**src/rtl/exc_ctrl_pkg.sv**
```systemverilog
// Shared types and constants for the exception/interrupt controller.
package exc_ctrl_pkg;

  // Raw exception flags carried by the MEM-stage instruction (MSB first).
  typedef struct packed {
    logic adel_if;
    logic ri;
    logic sys;
    logic bp;
    logic ov;
    logic ades;
    logic adel_d;
    logic eret;
  } ExcVec_t;

  // MIPS Cause.ExcCode values used by this controller.
  typedef enum logic [4:0] {
    EXC_INT  = 5'd0,
    EXC_ADEL = 5'd4,
    EXC_ADES = 5'd5,
    EXC_SYS  = 5'd8,
    EXC_BP   = 5'd9,
    EXC_RI   = 5'd10,
    EXC_OV   = 5'd12
  } ExcCode_t;

  typedef enum logic [1:0] {
    ST_IDLE,
    ST_WAIT_BUS,
    ST_FLUSH
  } ExcState_t;

  localparam logic [4:0] CP0_ADDR_STATUS = 5'd12;
  localparam logic [4:0] CP0_ADDR_CAUSE  = 5'd13;
  localparam logic [4:0] CP0_ADDR_EPC    = 5'd14;

  localparam int unsigned STATUS_IE  = 0;
  localparam int unsigned STATUS_EXL = 1;

  // EPC points at the branch when the faulting instruction sits in a delay slot.
  function automatic logic [31:0] exc_epc_of(input logic [31:0] pc, input logic is_ds);
    return is_ds ? (pc - 32'd4) : pc;
  endfunction

endpackage

```
**src/rtl/exc_ctrl_if.sv**
```systemverilog
// MEM-stage handshake between the pipeline (master) and exc_ctrl (slave).
interface exc_ctrl_if;
  import exc_ctrl_pkg::*;

  logic        mem_valid;
  logic [31:0] mem_pc;
  logic        mem_is_ds;
  ExcVec_t     mem_exc;
  logic [31:0] mem_badvaddr;
  logic        mem_bus_busy;
  logic        stall_req;

  modport master (
    output mem_valid, mem_pc, mem_is_ds, mem_exc, mem_badvaddr, mem_bus_busy,
    input  stall_req
  );

  modport slave (
    input  mem_valid, mem_pc, mem_is_ds, mem_exc, mem_badvaddr, mem_bus_busy,
    output stall_req
  );
endinterface

```
**src/rtl/exc_int_sync.sv**
```systemverilog
// Hardware interrupt sampler. EXC_INT_SYNC_EN selects a two-flop
// synchroniser for asynchronous sources; otherwise a single register stage.
module exc_int_sync #(
  parameter int unsigned WIDTH = 6
) (
  input  logic             clk,
  input  logic             rst,
  input  logic [WIDTH-1:0] i_async,
  output logic [WIDTH-1:0] o_sync
);
`ifdef EXC_INT_SYNC_EN
  logic [WIDTH-1:0] r_meta;
  logic [WIDTH-1:0] r_sync;

  // Two-stage per-bit synchroniser.
  always_ff @(posedge clk) begin
    if (rst) begin
      r_meta <= '0;
      r_sync <= '0;
    end else begin
      r_meta <= i_async;
      r_sync <= r_meta;
    end
  end
`else
  logic [WIDTH-1:0] r_sync;

  // Single sampling register for clk-synchronous sources.
  always_ff @(posedge clk) begin
    if (rst) r_sync <= '0;
    else     r_sync <= i_async;
  end
`endif

  assign o_sync = r_sync;
endmodule

```
**src/rtl/exc_ctrl.sv**
```systemverilog
// Exception/interrupt controller at the MEM/WB boundary: prioritises causes,
// forwards WB CP0 writes, waits out D-bus transactions, then commits,
// redirects and flushes. Interrupt sampling depth set by EXC_INT_SYNC_EN.
module exc_ctrl
  import exc_ctrl_pkg::*;
#(
  parameter int unsigned NUM_HW_INT = 6,
  parameter int unsigned NUM_STAGES = 4,
  parameter int unsigned FLUSH_HOLD = 1,
  parameter logic [31:0] EXC_VECTOR = 32'hBFC0_0380
) (
  input  logic                  clk,
  input  logic                  rst,
  exc_ctrl_if.slave             mem_if,
  input  logic [NUM_HW_INT-1:0] hw_int,
  input  logic [31:0]           cp0_status,
  input  logic [31:0]           cp0_cause,
  input  logic [31:0]           cp0_epc,
  input  logic                  wb_cp0_we,
  input  logic [4:0]            wb_cp0_addr,
  input  logic [31:0]           wb_cp0_wdata,
  output logic [NUM_STAGES-1:0] flush,
  output logic                  redirect_valid,
  output logic [31:0]           redirect_pc,
  output logic                  exc_commit,
  output logic [4:0]            exc_code,
  output logic [31:0]           exc_epc,
  output logic                  exc_bd,
  output logic                  badvaddr_we,
  output logic [31:0]           exc_badvaddr,
  output logic                  eret_commit,
  output logic [NUM_HW_INT-1:0] ip_hw
);

  localparam logic [2:0] HOLD_LAST = 3'(FLUSH_HOLD - 1);

  ExcState_t   r_state, w_state_nx;
  logic [2:0]  r_cnt, w_cnt_nx;
  logic [31:0] w_status, w_cause, w_epc;
  logic [7:0]  w_ip;
  logic        w_int_pend, w_event, w_accept, w_stall, w_commit;
  ExcCode_t    w_code;
  logic        w_is_eret, w_bv_we;
  logic [31:0] w_bv;
  ExcCode_t    r_code;
  logic [31:0] r_epc, r_badvaddr, r_redirect_pc;
  logic        r_bd, r_bv_we, r_is_eret;
  logic        w_unused;

  exc_int_sync #(.WIDTH(NUM_HW_INT)) u_int_sync (
    .clk     (clk),
    .rst     (rst),
    .i_async (hw_int),
    .o_sync  (ip_hw)
  );

  // Forward an in-flight WB write so decisions see the newest CP0 state.
  always_comb begin
    w_status = cp0_status;
    w_cause  = cp0_cause;
    w_epc    = cp0_epc;
    if (wb_cp0_we) begin
      case (wb_cp0_addr)
        CP0_ADDR_STATUS: w_status     = wb_cp0_wdata;
        CP0_ADDR_CAUSE:  w_cause[9:8] = wb_cp0_wdata[9:8];
        CP0_ADDR_EPC:    w_epc        = wb_cp0_wdata;
        default: ;
      endcase
    end
  end

  // Pending-interrupt vector: software bits from Cause, hardware bits from the sampler.
  always_comb begin
    w_ip = w_cause[15:8];
    w_ip[NUM_HW_INT+1:2] = ip_hw;
  end

  assign w_int_pend = (|(w_ip & w_status[15:8])) && !w_status[STATUS_EXL] && w_status[STATUS_IE];

  // Fixed-priority cause selection for the MEM-stage instruction.
  always_comb begin
    w_event   = mem_if.mem_valid;
    w_code    = EXC_INT;
    w_is_eret = 1'b0;
    w_bv_we   = 1'b0;
    w_bv      = mem_if.mem_badvaddr;
    if (w_int_pend)                  w_code = EXC_INT;
    else if (mem_if.mem_exc.adel_if) begin
      w_code  = EXC_ADEL;
      w_bv_we = 1'b1;
      w_bv    = mem_if.mem_pc;
    end
    else if (mem_if.mem_exc.ri)      w_code = EXC_RI;
    else if (mem_if.mem_exc.sys)     w_code = EXC_SYS;
    else if (mem_if.mem_exc.bp)      w_code = EXC_BP;
    else if (mem_if.mem_exc.ov)      w_code = EXC_OV;
    else if (mem_if.mem_exc.ades) begin
      w_code  = EXC_ADES;
      w_bv_we = 1'b1;
    end
    else if (mem_if.mem_exc.adel_d) begin
      w_code  = EXC_ADEL;
      w_bv_we = 1'b1;
    end
    else if (mem_if.mem_exc.eret)    w_is_eret = 1'b1;
    else                             w_event = 1'b0;
  end

  // FSM state and flush-hold counter.
  always_ff @(posedge clk) begin
    if (rst) begin
      r_state <= ST_IDLE;
      r_cnt   <= '0;
    end else begin
      r_state <= w_state_nx;
      r_cnt   <= w_cnt_nx;
    end
  end

  // Next state; stall only while the bus is actually busy, so the falling
  // cycle of mem_bus_busy is already unstalled and commit lands one cycle later.
  always_comb begin
    w_state_nx = r_state;
    w_cnt_nx   = r_cnt;
    w_accept   = 1'b0;
    w_stall    = 1'b0;
    case (r_state)
      ST_IDLE: begin
        if (w_event) begin
          w_accept = 1'b1;
          if (mem_if.mem_bus_busy) begin
            w_stall    = 1'b1;
            w_state_nx = ST_WAIT_BUS;
          end else begin
            w_state_nx = ST_FLUSH;
          end
        end
      end
      ST_WAIT_BUS: begin
        w_stall = mem_if.mem_bus_busy;
        if (!mem_if.mem_bus_busy) w_state_nx = ST_FLUSH;
      end
      ST_FLUSH: begin
        if (r_cnt == HOLD_LAST) begin
          w_state_nx = ST_IDLE;
          w_cnt_nx   = '0;
        end else begin
          w_cnt_nx = r_cnt + 3'd1;
        end
      end
      default: w_state_nx = ST_IDLE;
    endcase
  end

  // Capture the accepted event; held until the next acceptance.
  always_ff @(posedge clk) begin
    if (rst) begin
      r_code        <= EXC_INT;
      r_epc         <= '0;
      r_bd          <= 1'b0;
      r_bv_we       <= 1'b0;
      r_badvaddr    <= '0;
      r_is_eret     <= 1'b0;
      r_redirect_pc <= '0;
    end else if (w_accept) begin
      r_code        <= w_code;
      r_epc         <= exc_epc_of(mem_if.mem_pc, mem_if.mem_is_ds);
      r_bd          <= mem_if.mem_is_ds;
      r_bv_we       <= w_bv_we;
      r_badvaddr    <= w_bv;
      r_is_eret     <= w_is_eret;
      r_redirect_pc <= w_is_eret ? w_epc : EXC_VECTOR;
    end
  end

  assign w_commit         = (r_state == ST_FLUSH) && (r_cnt == '0);
  assign mem_if.stall_req = w_stall;
  assign flush            = {NUM_STAGES{r_state == ST_FLUSH}};
  assign redirect_valid   = w_commit;
  assign redirect_pc      = r_redirect_pc;
  assign exc_commit       = w_commit && !r_is_eret;
  assign eret_commit      = w_commit && r_is_eret;
  assign badvaddr_we      = w_commit && r_bv_we;
  assign exc_code         = r_code;
  assign exc_epc          = r_epc;
  assign exc_bd           = r_bd;
  assign exc_badvaddr     = r_badvaddr;

  assign w_unused = ^{w_status[31:16], w_status[7:2], w_cause[31:16], w_cause[7:0]};

endmodule

```
**src/flat_wrapper.sv**
```systemverilog
// flat-port wrapper written by rule: the top's interface ports become plain ports
module exc_ctrl_flat import exc_ctrl_pkg::*;
#(
  parameter int unsigned NUM_HW_INT = 6,
  parameter int unsigned NUM_STAGES = 4,
  parameter int unsigned FLUSH_HOLD = 1,
  parameter logic [31:0] EXC_VECTOR = 32'hBFC0_0380
)
  (clk, rst, hw_int, cp0_status, cp0_cause, cp0_epc, wb_cp0_we, wb_cp0_addr, wb_cp0_wdata, flush, redirect_valid, redirect_pc, exc_commit, exc_code, exc_epc, exc_bd, badvaddr_we, exc_badvaddr, eret_commit, ip_hw, mem_if_mem_valid, mem_if_mem_pc, mem_if_mem_is_ds, mem_if_mem_exc, mem_if_mem_badvaddr, mem_if_mem_bus_busy, mem_if_stall_req);
  exc_ctrl_if mem_if_i ();
  input  logic clk;
  input  logic rst;
  input  logic [NUM_HW_INT-1:0] hw_int;
  input  logic [31:0] cp0_status;
  input  logic [31:0] cp0_cause;
  input  logic [31:0] cp0_epc;
  input  logic wb_cp0_we;
  input  logic [4:0] wb_cp0_addr;
  input  logic [31:0] wb_cp0_wdata;
  output logic [NUM_STAGES-1:0] flush;
  output logic redirect_valid;
  output logic [31:0] redirect_pc;
  output logic exc_commit;
  output logic [4:0] exc_code;
  output logic [31:0] exc_epc;
  output logic exc_bd;
  output logic badvaddr_we;
  output logic [31:0] exc_badvaddr;
  output logic eret_commit;
  output logic [NUM_HW_INT-1:0] ip_hw;
  input wire logic [$bits(mem_if_i.mem_valid)-1:0] mem_if_mem_valid;
  input wire logic [$bits(mem_if_i.mem_pc)-1:0] mem_if_mem_pc;
  input wire logic [$bits(mem_if_i.mem_is_ds)-1:0] mem_if_mem_is_ds;
  input wire logic [$bits(mem_if_i.mem_exc)-1:0] mem_if_mem_exc;
  input wire logic [$bits(mem_if_i.mem_badvaddr)-1:0] mem_if_mem_badvaddr;
  input wire logic [$bits(mem_if_i.mem_bus_busy)-1:0] mem_if_mem_bus_busy;
  output wire logic [$bits(mem_if_i.stall_req)-1:0] mem_if_stall_req;
  assign mem_if_i.mem_valid = mem_if_mem_valid;
  assign mem_if_i.mem_pc = mem_if_mem_pc;
  assign mem_if_i.mem_is_ds = mem_if_mem_is_ds;
  assign mem_if_i.mem_exc = mem_if_mem_exc;
  assign mem_if_i.mem_badvaddr = mem_if_mem_badvaddr;
  assign mem_if_i.mem_bus_busy = mem_if_mem_bus_busy;
  assign mem_if_stall_req = mem_if_i.stall_req;
  exc_ctrl #(.NUM_HW_INT(NUM_HW_INT), .NUM_STAGES(NUM_STAGES), .FLUSH_HOLD(FLUSH_HOLD), .EXC_VECTOR(EXC_VECTOR)) u_core (.clk(clk), .rst(rst), .mem_if(mem_if_i), .hw_int(hw_int), .cp0_status(cp0_status), .cp0_cause(cp0_cause), .cp0_epc(cp0_epc), .wb_cp0_we(wb_cp0_we), .wb_cp0_addr(wb_cp0_addr), .wb_cp0_wdata(wb_cp0_wdata), .flush(flush), .redirect_valid(redirect_valid), .redirect_pc(redirect_pc), .exc_commit(exc_commit), .exc_code(exc_code), .exc_epc(exc_epc), .exc_bd(exc_bd), .badvaddr_we(badvaddr_we), .exc_badvaddr(exc_badvaddr), .eret_commit(eret_commit), .ip_hw(ip_hw));
endmodule
```
**config.mk**
```make
export PLATFORM = sky130hd
export DESIGN_NAME = exc_ctrl_flat
export DESIGN_NICKNAME = d
export VERILOG_FILES = /design/src/rtl/exc_ctrl_pkg.sv /design/src/rtl/exc_ctrl_if.sv /design/src/rtl/exc_int_sync.sv /design/src/rtl/exc_ctrl.sv /design/src/flat_wrapper.sv
export SDC_FILE = /design/constraint.sdc
export NUM_CORES = 1
export LEC_CHECK = 0
export CAP_MARGIN = 20
export CORE_AREA = 2 2 130 132
export CTS_BUF_LIST = sky130_fd_sc_hd__clkbuf_8
export DETAILED_ROUTE_END_ITERATION = 10
export DIE_AREA = 0 0 132 134
export PLACE_DENSITY = 0.83
export SLEW_MARGIN = 5
export SYNTH_ARGS = -nofsm -noshare
export SYNTH_HDL_FRONTEND = slang
export SYNTH_SLANG_ARGS = --single-unit
```
**constraint.sdc**
```tcl
create_clock -name clk -period 6.3 [get_ports clk]
set_input_delay 1.26 -clock clk [delete_from_list [all_inputs] [get_ports clk]]
set_output_delay 1.26 -clock clk [all_outputs]
set_load 0.1 [all_outputs]
```
==> summary.md, run 1 <==
The Yosys warning count was 0; the wire length of the first global-routing pass was 31.4 mm. The logs give 0 for the number of post-CTS setup repair buffers and 189 MHz for the upper clock frequency limit. The final cycle utilization of the critical path is 84.0%. The fraction of layout cells with a size suffix above 1 was 8.40%; the via count was 5850. The tools report the quantity of gates resized following cts as 0. The reg-to-reg startpoint is u_core.u_int_sync.o_sync[0]$_SDFF_PP0_. The post-synthesis instance total is 627. Source of the worst hold timing path: u_core.redirect_pc[17]$_SDFFE_PP0P_. The maximum level of the CTS H-tree came out at 4. Counting flops with a built-in enable in the synthesized netlist gives 0.

The total clock sinks was 114; the count of TritonRoute iterations in the first routing pass was 4. The run gives 0 as the number of hold violations in the final report. Depth of the most critical reg-to-reg path: 7. Counting every net in the synthesized netlist gives 847. For the filler cell count in the final layout, the log shows 1469. The tools report the die area as 17700 um^2. After detailed routing, the number of vias per cell comes to 5.25.

End-of-flow core utilization: 55.1%. Counting flops and latches in the post-synthesis netlist gives 114. The clock input transition at the sequential cells of the worst setup and hold paths works out to 0.07 ns. The region available for standard cell placement spans 16300 um^2. In this run the core area contains 47 standard-cell rows. The clock reaches the later pin of the worst-skew pair after 0.44 ns. The effective utilization at floorplan was 34.5%; the number of placed I/O pins was 334. The endpoint identified for the worst register-to-register timing path is u_core.r_is_eret$_SDFFE_PP0P_. Max-cap violations in this run came to 0. STA classifies the critical path endpoint as an output port.

Entering global routing, the biggest net connects 67 pins. The fraction of synthesis flops using an asynchronous set or reset pin came out at 0%. TritonCTS built the clock tree.

After synthesis, the largest area contributor takes up 40.6% of total cell area. The minimum clock period is 5.29 ns, and the post-synthesis instance area is 5620 um^2. The number of global-route vias before repair was 5819; the die outline height was 134 um. Number of cells on the worst hold path: 1. The worst-case hold path end point was u_core.redirect_pc[17]$_SDFFE_PP0P_. The worst-case vdd ir drop is 0.000133 V. The path category of the worst min-delay check was register to register. Ranked by instance count, the synthesized netlist is headed by sky130_fd_sc_hd__dfxtp_1 (114), sky130_fd_sc_hd__nor2_1 (103), sky130_fd_sc_hd__a21oi_1 (71), sky130_fd_sc_hd__mux2i_1 (43), sky130_fd_sc_hd__clkbuf_1 (34).

Sum of overflow across all layers after global routing: 0. The most frequently used flop master after synthesis was sky130_fd_sc_hd__dfxtp_1. The final setup TNS was 0 ns.

The synthesized design spends more area on one cell type than any other, namely sky130_fd_sc_hd__dfxtp_1. The worst register-to-register path has a setup slack of 3.37 ns. Summed over all nets, the half-perimeter wirelength after detailed placement is 14.6 mm. The tools report the startpoint class of the critical path as a primary input. In the post-synthesis netlist, the biggest area contributors are sky130_fd_sc_hd__dfxtp_1 (41%), sky130_fd_sc_hd__mux2i_1 (7.7%), sky130_fd_sc_hd__nor2_1 (6.9%).

The number of buffers inserted during clock tree synthesis is 17. The relative max-transition margin came out at 27.6%. In this run the power density over the cells is 261 nW/um^2. The number of antenna violations at the first check in global routing came out at 2. Data on the critical path arrives at its endpoint at 4.03 ns. The number of buffers on the longest clock path is 2, and the number of max-slew violations in the final report is 0.

The die is 132 um wide. Yosys mapped the design onto 50 distinct sky130hd cell types. The logs give 5.04 ns for the data required time at the worst endpoint and 3.12 nW for the leakage power summed over all cells. Once detail routing completed, the nets flagged for antenna violations numbered 0. The logs give 22.4% for the total global routing track utilization and 281 for the DRC violation total after the first TritonRoute iteration.

Setup violations remaining at the end of the flow were counted as 0. The share of the Yosys chip area taken by registers is 40.6%. Summed over all layers, the routed wires come to 20.0 mm. Setup repair after global routing left no endpoint under its margin.

The flow ran to the end, and the final reports show no timing, DRC or antenna violations. The routability congestion estimate was 0.814; the number of nets in the finished design was 1103. The stage delay of the slowest cell on the critical path is 0.73 ns, and the post-detailed-route DRC marker count is 0. Maximum clock skew at final layout: 0.0135 ns. The critical path in this run is classified as primary input to output port. Master of the slowest instance on the critical path: sky130_fd_sc_hd__nor4_2. Compared with the post-synthesis result, the final layout area differs by 59.7%. The overall power of the completed layout was 0.00234 W. Yosys instantiated no cell more often than sky130_fd_sc_hd__dfxtp_1.

The average cell area after synthesis was 8.96 um^2. The slew of the pin with the lowest slew margin came out at 1.08 ns. The tools report the root buffer cell as sky130_fd_sc_hd__clkbuf_8.

The largest fanout of any net on the critical path came out at 7. Hold repair after CTS inserted 0 buffers. The count of port buffers added during placement was 280. The signal on the critical path passes through clkdlybuf4s50_1 > nand4b_2 > nor3_4 > mux2i_1 > nor4_2 > a21boi_4 > o21ai_1 > a21oi_1 > buf_4. The final routed wire length divided by cell count was 17.9 um.
[through the flow]
stage / cell area [um^2] / cells / setup slack [ns] / hold slack [ns]
5_1_grt: 8970 / 1113 / 0.807 / 0.479
3_3_place_gp: 8560 / 1083 / 1.03 / 0.443
2_1_floorplan: 5620 / 627 / 0.872 / 0.440
3_5_place_dp: 8580 / 1084 / 0.995 / 0.446
4_1_cts: 8970 / 1113 / 0.950 / 0.466
6_report: 8970 / 1114 / 1.01 / 0.462
[placed cells by master, fill, tap and decap left out, drive strengths merged, types with 2 or more instances in the layout]
| cell type | n |
|---|---|
| nand2b | 9 |
| nor3 | 18 |
| clkdlybuf4s50 | 278 |
| ha | 3 |
| a22oi | 2 |
| dfxtp | 114 |
| bufinv | 3 |
| buf | 11 |
| mux2i | 43 |
| o221ai | 32 |
| nand3 | 3 |
| clkbuf | 20 |
| and2 | 4 |
| xor2 | 8 |
| a211oi | 41 |
| o21ai | 2 |
| nor4 | 11 |
| nand2 | 22 |
| nand4 | 2 |
| a21oi | 72 |
| or4 | 4 |
| o2bb2ai | 20 |
| a31o | 3 |
| nor3b | 6 |
| xnor2 | 20 |
| clkinv | 3 |
| nor2 | 103 |
| inv | 10 |
| nor2b | 8 |
| o31ai | 2 |
| a21o | 2 |
[routing by layer]
metal / GRT usage (%) / vias to the layer above / routed length, um
li1: - / 2800 / -
met1: 28.3 / 2785 / 8750
met2: 36.1 / 228 / 9220
met3: 6.80 / 35 / 1540
met4: 8.64 / 2 / 429
met5: 0 / - / 16
[flip-flops by register name (all words and copies together) (netlist names)]
name,count
u_core.r_bv_we,1
u_core.r_state,2
u_core.u_int_sync.o_sync,6
u_core.exc_epc,32
u_core.r_cnt,3
u_core.exc_bd,1
u_core.exc_code,4
u_core.r_is_eret,1
u_core.redirect_pc,32
u_core.exc_badvaddr,32
[kinds of logic (layout without fill, tap and decap cells)]
| logic type | Yosys count | in the layout | synth area share, % |
|---|---|---|---|
| and+or+nand+nor | 195 | 195 | 16.6 |
| buffers and inverters | 59 | 325 | 4.79 |
| DFF | 114 | 114 | 40.6 |
| xor gates and xnor gates | 28 | 28 | 4.37 |
| AOI/OAI and AO/OA | 184 | 184 | 25.3 |
| adders and majority gates | 3 | 3 | 0.668 |
| other | 1 | 2 | 0.0668 |
| muxes | 43 | 43 | 7.66 |
[area by class of cell]
cell class	count	area (um^2)	share of cell area, %
multi-input cells	454	3120	34.7
repair buffers	289	2880	32.1
diodes	1	2.50	0.0279
inverters	7	26.3	0.293
well taps	220	275	3.07
flip-flops and latches	114	2280	25.4
clock inverters	9	116	1.30
clock buffers	20	275	3.07
[report_power, final]
group | switching [W] | internal (W) | total [W]
Combinational | 0.000582 | 0.000251 | 0.000833
Clock | 0.000296 | 0.000410 | 0.000705
Sequential | 0.0000280 | 0.000774 | 0.000802
[critical path: cells and delay by family]
kind	cells	cell delay, ns
buffers and inverters	2	0.77
multiplexers	1	0.16
AND/OR/NAND/NOR	3	1.36
AO/OA/AOI/OAI	3	0.47
[how the worst max path moves through the flow]
stage | endpoint | depth (start not counted) | startpoint
3_3_place_gp | mem_if_stall_req | 9 | wb_cp0_addr[3]
4_1_cts | mem_if_stall_req | 9 | wb_cp0_addr[3]
3_5_place_dp | mem_if_stall_req | 9 | wb_cp0_addr[3]
5_1_grt | mem_if_stall_req | 9 | wb_cp0_addr[3]
2_1_floorplan | mem_if_stall_req | 8 | wb_cp0_addr[4]
6_report | mem_if_stall_req | 9 | wb_cp0_addr[3]
(Power assumes the default switching activity.)
==> run 2: changes to the inputs <==
--- a/config.mk
+++ b/config.mk
@@ -6,11 +6,10 @@
 export NUM_CORES = 1
 export LEC_CHECK = 0
 export CAP_MARGIN = 20
-export CORE_AREA = 2 2 130 132
+export CORE_UTILIZATION = 35
 export CTS_BUF_LIST = sky130_fd_sc_hd__clkbuf_8
 export DETAILED_ROUTE_END_ITERATION = 10
-export DIE_AREA = 0 0 132 134
-export PLACE_DENSITY = 0.83
+export PLACE_DENSITY = 0.87
 export SLEW_MARGIN = 5
 export SYNTH_ARGS = -nofsm -noshare
 export SYNTH_HDL_FRONTEND = slang
==> constraint.sdc (replaced) <==
create_clock -name clk -period 4.76 [get_ports clk]
set_input_delay 0.952 -clock clk [delete_from_list [all_inputs] [get_ports clk]]
set_output_delay 0.952 -clock clk [all_outputs]
set_load 0.1 [all_outputs]
==> run 2 against run 1 <==
  * Clock skew down 0.0041 ns
  * Power up 27%
  * Register-to-register slack worse by 1.0 ns
  * Sequential share of layout area up 0.060 points
  * Global-route usage up 0.61 points
  * Clock-buffer cell count down 1
  * Design area down 0.24%
  * First-iteration DRC count up 22%
  * Setup slack worse by 0.66 ns
  * Routed wire length down 3.1%
  * Critical endpoint unchanged
  * Largest cell class unchanged
  * Largest power group unchanged
  * Highest routed layer is now met4
==> summary.md, run 2 (same netlist as run 1, synthesis figures left out) <==
The clock passes through at most 2 buffers. The relative max-transition margin was 29.6%. STA classifies the critical path startpoint as a primary input. Derived from the worst setup path, the maximum achievable clock frequency is 227 MHz. Entering global routing, the biggest net connects 69 pins. For this run, design rule violations remaining after detail routing come to 0. The tools report the count of TritonRoute iterations in the first routing pass as 4. The endpoint type of the worst setup path was an output port.

For the pre-CTS setup slack, the log shows 0.374 ns. The master of the slowest instance on the critical path is sky130_fd_sc_hd__nor3_1. The sequential group share of total power is 35.7%, and the post-detailed-route via-to-cell ratio is 5.23.

The routed design has 19.3 mm of wire. The worst-case vdd ir drop is 0.000191 V, and the stage delay of the slowest cell on the critical path is 0.50 ns. The run gives 2 as the number of antenna violations at the first check in global routing. The fraction of layout cells with a size suffix above 1 was 8.91%. The flow ran to the end, and the final reports show no timing, DRC or antenna violations. Net switching is 40.1% of the power. Depth of the most critical reg-to-reg path: 8. The count of final setup violators is 0. During I/O placement, the number of pins put on the boundary was 334. The tools report the DRC violation total after the first TritonRoute iteration as 342. Dividing total power by cell area gives a power density of 332 nW/um^2.

The post-DP HPWL was 14.2 mm; the largest fanout of any net on the critical path was 7. The data required time at the worst endpoint was 3.81 ns. The dominant delay contributor by cell family on the critical path was simple AND/OR/NAND/NOR gates. The count of buffers added on input and output ports is 280. TritonCTS created 17 clock buffers. Across every metal layer, demand over resource in global routing totals 23.0%.

The total clock sinks was 114. Most common library cell in the layout ignoring fill and taps: sky130_fd_sc_hd__clkdlybuf4s50_1. The critical path is of the primary input to output port type. In the layout the commonest cells are sky130_fd_sc_hd__clkdlybuf4s50_1 (278), sky130_fd_sc_hd__dfxtp_1 (114), sky130_fd_sc_hd__nor2_1 (103). Cell internal power was estimated by the tool at 0.00178 W. The quantity of gates resized following cts was 0. The effective utilization at floorplan is 36.4%, and the final routed wire length divided by cell count is 17.4 um. The analysis attributes to cell leakage a power of 3.12 nW.

The worst hold path belongs to the class register to register. The area growth from synthesis to layout is 59.3%, and the number of post-CTS setup repair buffers is 0. The minimum clock period works out to 4.41 ns. Setup repair after global routing left no endpoint under its margin. The detailed router placed 5805 vias in this run.

The total core area came out at 15400 um^2. The tools report the worst-case hold path end point as u_core.redirect_pc[17]$_SDFFE_PP0P_. The number of max-slew violations in the final report came out at 0.

The root buffer cell is sky130_fd_sc_hd__clkbuf_8. The die area was 16600 um^2; the share of power burned in combinational logic was 37.1%. In the post-route analysis, the smallest setup slack over all paths is 0.346 ns. The switching power of the nets was 0.00119 W.

The tools report the routability congestion estimate as 0.809. Number of nets in the finished design: 1107. Maximum clock skew at final layout: 0.00939 ns.

The die outline height was 129 um; the hold buffer count at cts was 0. Clock-pin slew was measured on the worst setup and hold paths at 0.07 ns. The number of cells on the worst hold path was 1. After layout, the worst path uses 92.7% of the clock period. At the pin with the least slew margin, the transition time is 1.05 ns.

The clock network is responsible for 27.2% of the overall power. For flop-to-flop paths, the worst setup slack is 2.35 ns. TritonCTS built the clock tree. After filler insertion, the fill cell instance count of the layout stands at 1398. The initialized floorplan defines 45 standard-cell rows. The worst hold path begins at u_core.redirect_pc[17]$_SDFFE_PP0P_.

The logs give 3.46 ns for the worst endpoint data arrival time and 29.3 mm for the wire length of the first global-routing pass. The number of hold violations in the final report is 0. The worst register-to-register path begins at u_core.u_int_sync.o_sync[1]$_SDFF_PP0_. In this run the critical register-to-register path is captured at u_core.redirect_pc[10]$_SDFFE_PP0P_.

In the final timing run, aggregate negative setup slack is 0 ns. Traced cell by cell, the critical path runs through clkdlybuf4s50_1 > nand4b_2 > nor3_4 > mux2i_1 > nor3_1 > a21boi_4 > o21ai_1 > a21oi_2 > buf_12. The number of buffers and inverters on the critical path is 2. The tools report the number of global-route vias before repair as 5581.

The count of nets left with antenna violations once routing finished came out at 0. The clock latency at the later pin of the worst-skew pair was 0.42 ns. The H-tree was split into 4 levels. The sum of overflow across all layers after global routing was 0; the max-capacitance violation count was 0. The die is 129 um wide.
run 2: cell type report:
cell class / instances / area [um^2] / share of cell area (%)
timing repair buffer: 293 / 2930 / 32.7
multi-input combinational: 454 / 3110 / 34.7
tap: 211 / 264 / 2.95
sequential: 114 / 2280 / 25.5
inverter: 7 / 26.3 / 0.294
clock buffer: 19 / 262 / 2.92
clock inverter: 11 / 75.1 / 0.839
antenna: 2 / 5.00 / 0.0559
run 2: routing by layer:
layer	global-route usage [%]	routed length, um
met1	27.6	8070
met2	38.4	9120
met3	7.23	1740
met4	9.13	391
met5	0	0
run 2: worst reg2reg max path: cells and delay by family, from the launching register on:
family / cells / cell delay (ns)
AOI/OAI and AO/OA: 2 / 0.30
DFF: 1 / 0.32
and+or+nand+nor: 3 / 1.08
muxes: 1 / 0.11
buffers and inverters: 2 / 0.50
run 2: power by group through the flow:
stage	combinational, W	clock, W	sequential (W)
after floorplan	0.000257	0	0.00157
after global placement	0.00109	0	0.00108
after detailed placement	0.00110	0	0.00108
after CTS	0.00111	0.000830	0.00106
after global routing	0.00115	0.000871	0.00107
final	0.00110	0.000808	0.00106
run 2: how the worst max path moves through the flow:
stage	start	endpoint	slack, ns	cells after the start
floorplan	wb_cp0_addr[4]	mem_if_stall_req	0.56	8
global placement	wb_cp0_addr[4]	mem_if_stall_req	0.42	9
detailed placement	wb_cp0_addr[4]	mem_if_stall_req	0.37	9
CTS	wb_cp0_addr[4]	mem_if_stall_req	0.37	9
global route	wb_cp0_addr[4]	mem_if_stall_req	0.20	9
finish	wb_cp0_addr[4]	mem_if_stall_req	0.35	9
run 2: through the flow:
stage / instance area (um^2) / hold WS (ns) / power [W] / utilization, % / std cells
2_1_floorplan: 5620 / 0.440 / 0.00182 / - / 627
3_3_place_gp: 8580 / 0.445 / 0.00217 / 55.6 / 1078
3_5_place_dp: 8610 / 0.447 / 0.00218 / 55.8 / 1079
4_1_cts: 8950 / 0.467 / 0.00300 / 58.0 / 1109
5_1_grt: 8950 / 0.480 / 0.00309 / 58.0 / 1109
6_report: 8950 / 0.467 / 0.00297 / 58.0 / 1111
==> run 3: changes to the inputs <==
--- a/config.mk
+++ b/config.mk
@@ -9,7 +9,9 @@
 export CORE_UTILIZATION = 35
 export CTS_BUF_LIST = sky130_fd_sc_hd__clkbuf_8
 export DETAILED_ROUTE_END_ITERATION = 10
+export GPL_ROUTABILITY_DRIVEN = 0
 export PLACE_DENSITY = 0.87
+export RECOVER_POWER = 25
 export SLEW_MARGIN = 5
 export SYNTH_ARGS = -nofsm -noshare
 export SYNTH_HDL_FRONTEND = slang
==> run 3 against run 2 <==
  * The flow now finishes with violations (capacitance limit, slew limit)
  * Register-to-register slack is essentially flat
  * Critical path depth unchanged
  * Largest cell class unchanged
  * Sequential cell count stayed put
  * Critical path type unchanged
  * Design area about the same
  * Sequential share of layout area barely moved
  * Core utilization about the same
  * Largest power group unchanged
  * Via count up 0.14%
==> summary.md, run 3 (same netlist as run 1, synthesis figures left out) <==
The ratio of total power to cell area was 331 nW/um^2. The final setup TNS was 0 ns. The tools report the capturing point of the worst reg2reg path as u_core.redirect_pc[10]$_SDFFE_PP0P_. The post-detailed-route DRC marker count is 0, and the minimum clock period is 4.42 ns. Clock tree synthesis found a total of 114 sinks. The number of post-CTS setup repair buffers was 0; the DRC violation total after the first TritonRoute iteration was 359. The worst setup path is captured at an output port. The count of final setup violators was 0. The slew of the pin with the lowest slew margin was 3.18 ns. For the worst-skew pair, the clock arrives at the later sink with an insertion delay of 0.42 ns. Measured along the x axis, the die boundary spans 129 um. The routed layout has 5813 vias. The setup slack of the worst register-to-register path came out at 2.34 ns.

For this design, the CTS-stage hold fixing added 0 buffers. The run gives 29.3 mm as the wire length of the first global-routing pass. Timing would allow up to 226 MHz. The source of the worst hold timing path was u_core.redirect_pc[21]$_SDFFE_PP0P_. Post-DP HPWL: 14.2 mm.

The tools report the aggregate routed wire length as 19.4 mm. The most common library cell in the layout ignoring fill and taps is sky130_fd_sc_hd__clkdlybuf4s50_1. The total global routing track utilization was 23.0%.

The run gives 0 as the number of hold violations in the final report. TritonCTS created 17 clock buffers. For this run the aggregate overflow at the end of global routing stands at 0. The tools report the launch point of the critical path as wb_cp0_addr[4].

Using the TritonRoute via totals, the vias-per-cell ratio works out to 5.23. Once detail routing completed, the nets flagged for antenna violations numbered 0. The worst-case IR drop observed on VDD is 0.000191 V. For the maximum level of the CTS H-tree, the log shows 4.

The checks that failed: capacitance limit, slew limit. TritonCTS built the clock tree. The run gives 36.4% as the effective utilization at floorplan. For the worst setup path, the data required time is 3.81 ns. The number of max-slew violations in the final report is 63, and the worst endpoint data arrival time is 3.47 ns.

The worst register-to-register path has a depth of 8. For the die area, the log shows 16600 um^2. Entering global routing, the biggest net connects 69 pins. Port buffering added 280 buffers.

Walking the worst path, the cells encountered are clkdlybuf4s50_1 > nand4b_2 > nor3_4 > mux2i_1 > nor3_1 > a21boi_4 > o21ai_1 > a21oi_2 > buf_12. Measured against its own limit, the worst slew margin works out to -112%. The number of placed I/O pins was 334; the final routed wire length divided by cell count was 17.5 um. The largest single stage delay on the critical path is 0.50 ns.

In this run the number of cells on the critical path is 9. For the leakage power summed over all cells, the log shows 3.24 nW. In the layout the commonest cells are sky130_fd_sc_hd__clkdlybuf4s50_1 (230), sky130_fd_sc_hd__dfxtp_1 (114), sky130_fd_sc_hd__nor2_1 (103).

At the end of the flow, the number of nets in the layout was 1107. The path category of the worst min-delay check is register to register. The fraction of layout cells with a size suffix above 1 came out at 8.80%. The worst register-to-register path begins at u_core.u_int_sync.o_sync[1]$_SDFF_PP0_. The maximum clock skew at final layout came out at 0.00885 ns.

The cell family contributing the most delay on the critical path is simple AND/OR/NAND/NOR gates. The end-of-flow core utilization is 58.0%, and the number of antenna violations at the first check in global routing is 2. The flow ran to the end, but the final reports show violations. Setup repair after global routing left no endpoint under its margin. The number of global-route vias before repair is 5581. The run gives 2 as the number of buffers on the longest clock path. By startpoint and endpoint, the worst setup path is classified as primary input to output port. STA classifies the critical path startpoint as a primary input. The number of core rows is 45, and the final cycle utilization of the critical path is 92.8%.

Max-capacitance violation count: 1. Counting both buffers and inverters, the worst setup path holds a total of 2. Clock tree synthesis selected as its root buffer the cell sky130_fd_sc_hd__clkbuf_8. For this design, the slowest cell found on the critical path is sky130_fd_sc_hd__nor3_1. Relative to the synthesized area, the layout overhead comes to 59.3%. In this run, post-CTS repair resized a total of 0 instances.

The die outline height was 129 um. The clock input transition at the sequential cells of the worst setup and hold paths was 0.07 ns. The core region is 15400 um^2.

The tools report the end point of the critical path as mem_if_stall_req. The count of TritonRoute iterations in the first routing pass is 4, and the largest fanout of any net on the critical path is 7.
==> run 3: cell types whose count changed in the layout (fill, tap and decap cells not counted), sizes merged <==
cell / before / now
clkdlybuf4s50: 278 / 230
dlygate4sd3: 0 / 48
clkbuf: 19 / 20
buf: 15 / 14
==> run 3: worst min-delay path by stage <==
stage	depth (start not counted)	slack, ns	to
after floorplan	1	0.44	u_core.r_is_eret$_SDFFE_PP0P_
after global placement	1	0.44	u_core.redirect_pc[30]$_SDFFE_PP0P_
after detailed placement	1	0.45	u_core.redirect_pc[11]$_SDFFE_PP0P_
after CTS	1	0.47	u_core.redirect_pc[17]$_SDFFE_PP0P_
after global routing	1	0.48	u_core.redirect_pc[18]$_SDFFE_PP0P_
final	1	0.46	u_core.redirect_pc[21]$_SDFFE_PP0P_
==> run 3: layout make-up <==
cell class	instances	area [um^2]
diodes	2	5.00
clock buffers	19	262
clock inverters	11	75.1
fillers	1398	6480
inverters	7	26.3
multi-input cells	454	3110
flip-flops and latches	114	2280
well taps	211	264
repair buffers	293	2920
==> run 3: report_power, final <==
group	total, W	switching (W)	leakage [nW]	internal (W)
registers	0.00106	0.0000347	0.940	0.00102
clock network	0.000809	0.000388	0.196	0.000421
logic	0.00109	0.000767	2.10	0.000326
total	0.00296	0.00119	3.24	0.00177
==> run 3: metal layers <==
layer | part of all wire, % | vias to the layer above | track usage (%)
met1 | 42 | 2728 | 27.6
li1 | - | 2818 | -
met2 | 47 | 235 | 38.4
met3 | 8.5 | 32 | 7.23
met5 | 0 | - | 0
met4 | 2.1 | 0 | 9.13
==> run 3: per-stage QoR <==
step	hold WS (ns)	power [W]	setup WS, ns	instance area, um^2	cells
after CTS	0.467	0.00300	0.369	8950	1109
final	0.464	0.00296	0.343	8950	1111
after global placement	0.445	0.00217	0.417	8580	1078
after floorplan	0.440	0.00182	0.561	5620	627
after global routing	0.478	0.00308	0.204	8940	1109
after detailed placement	0.447	0.00218	0.374	8610	1079
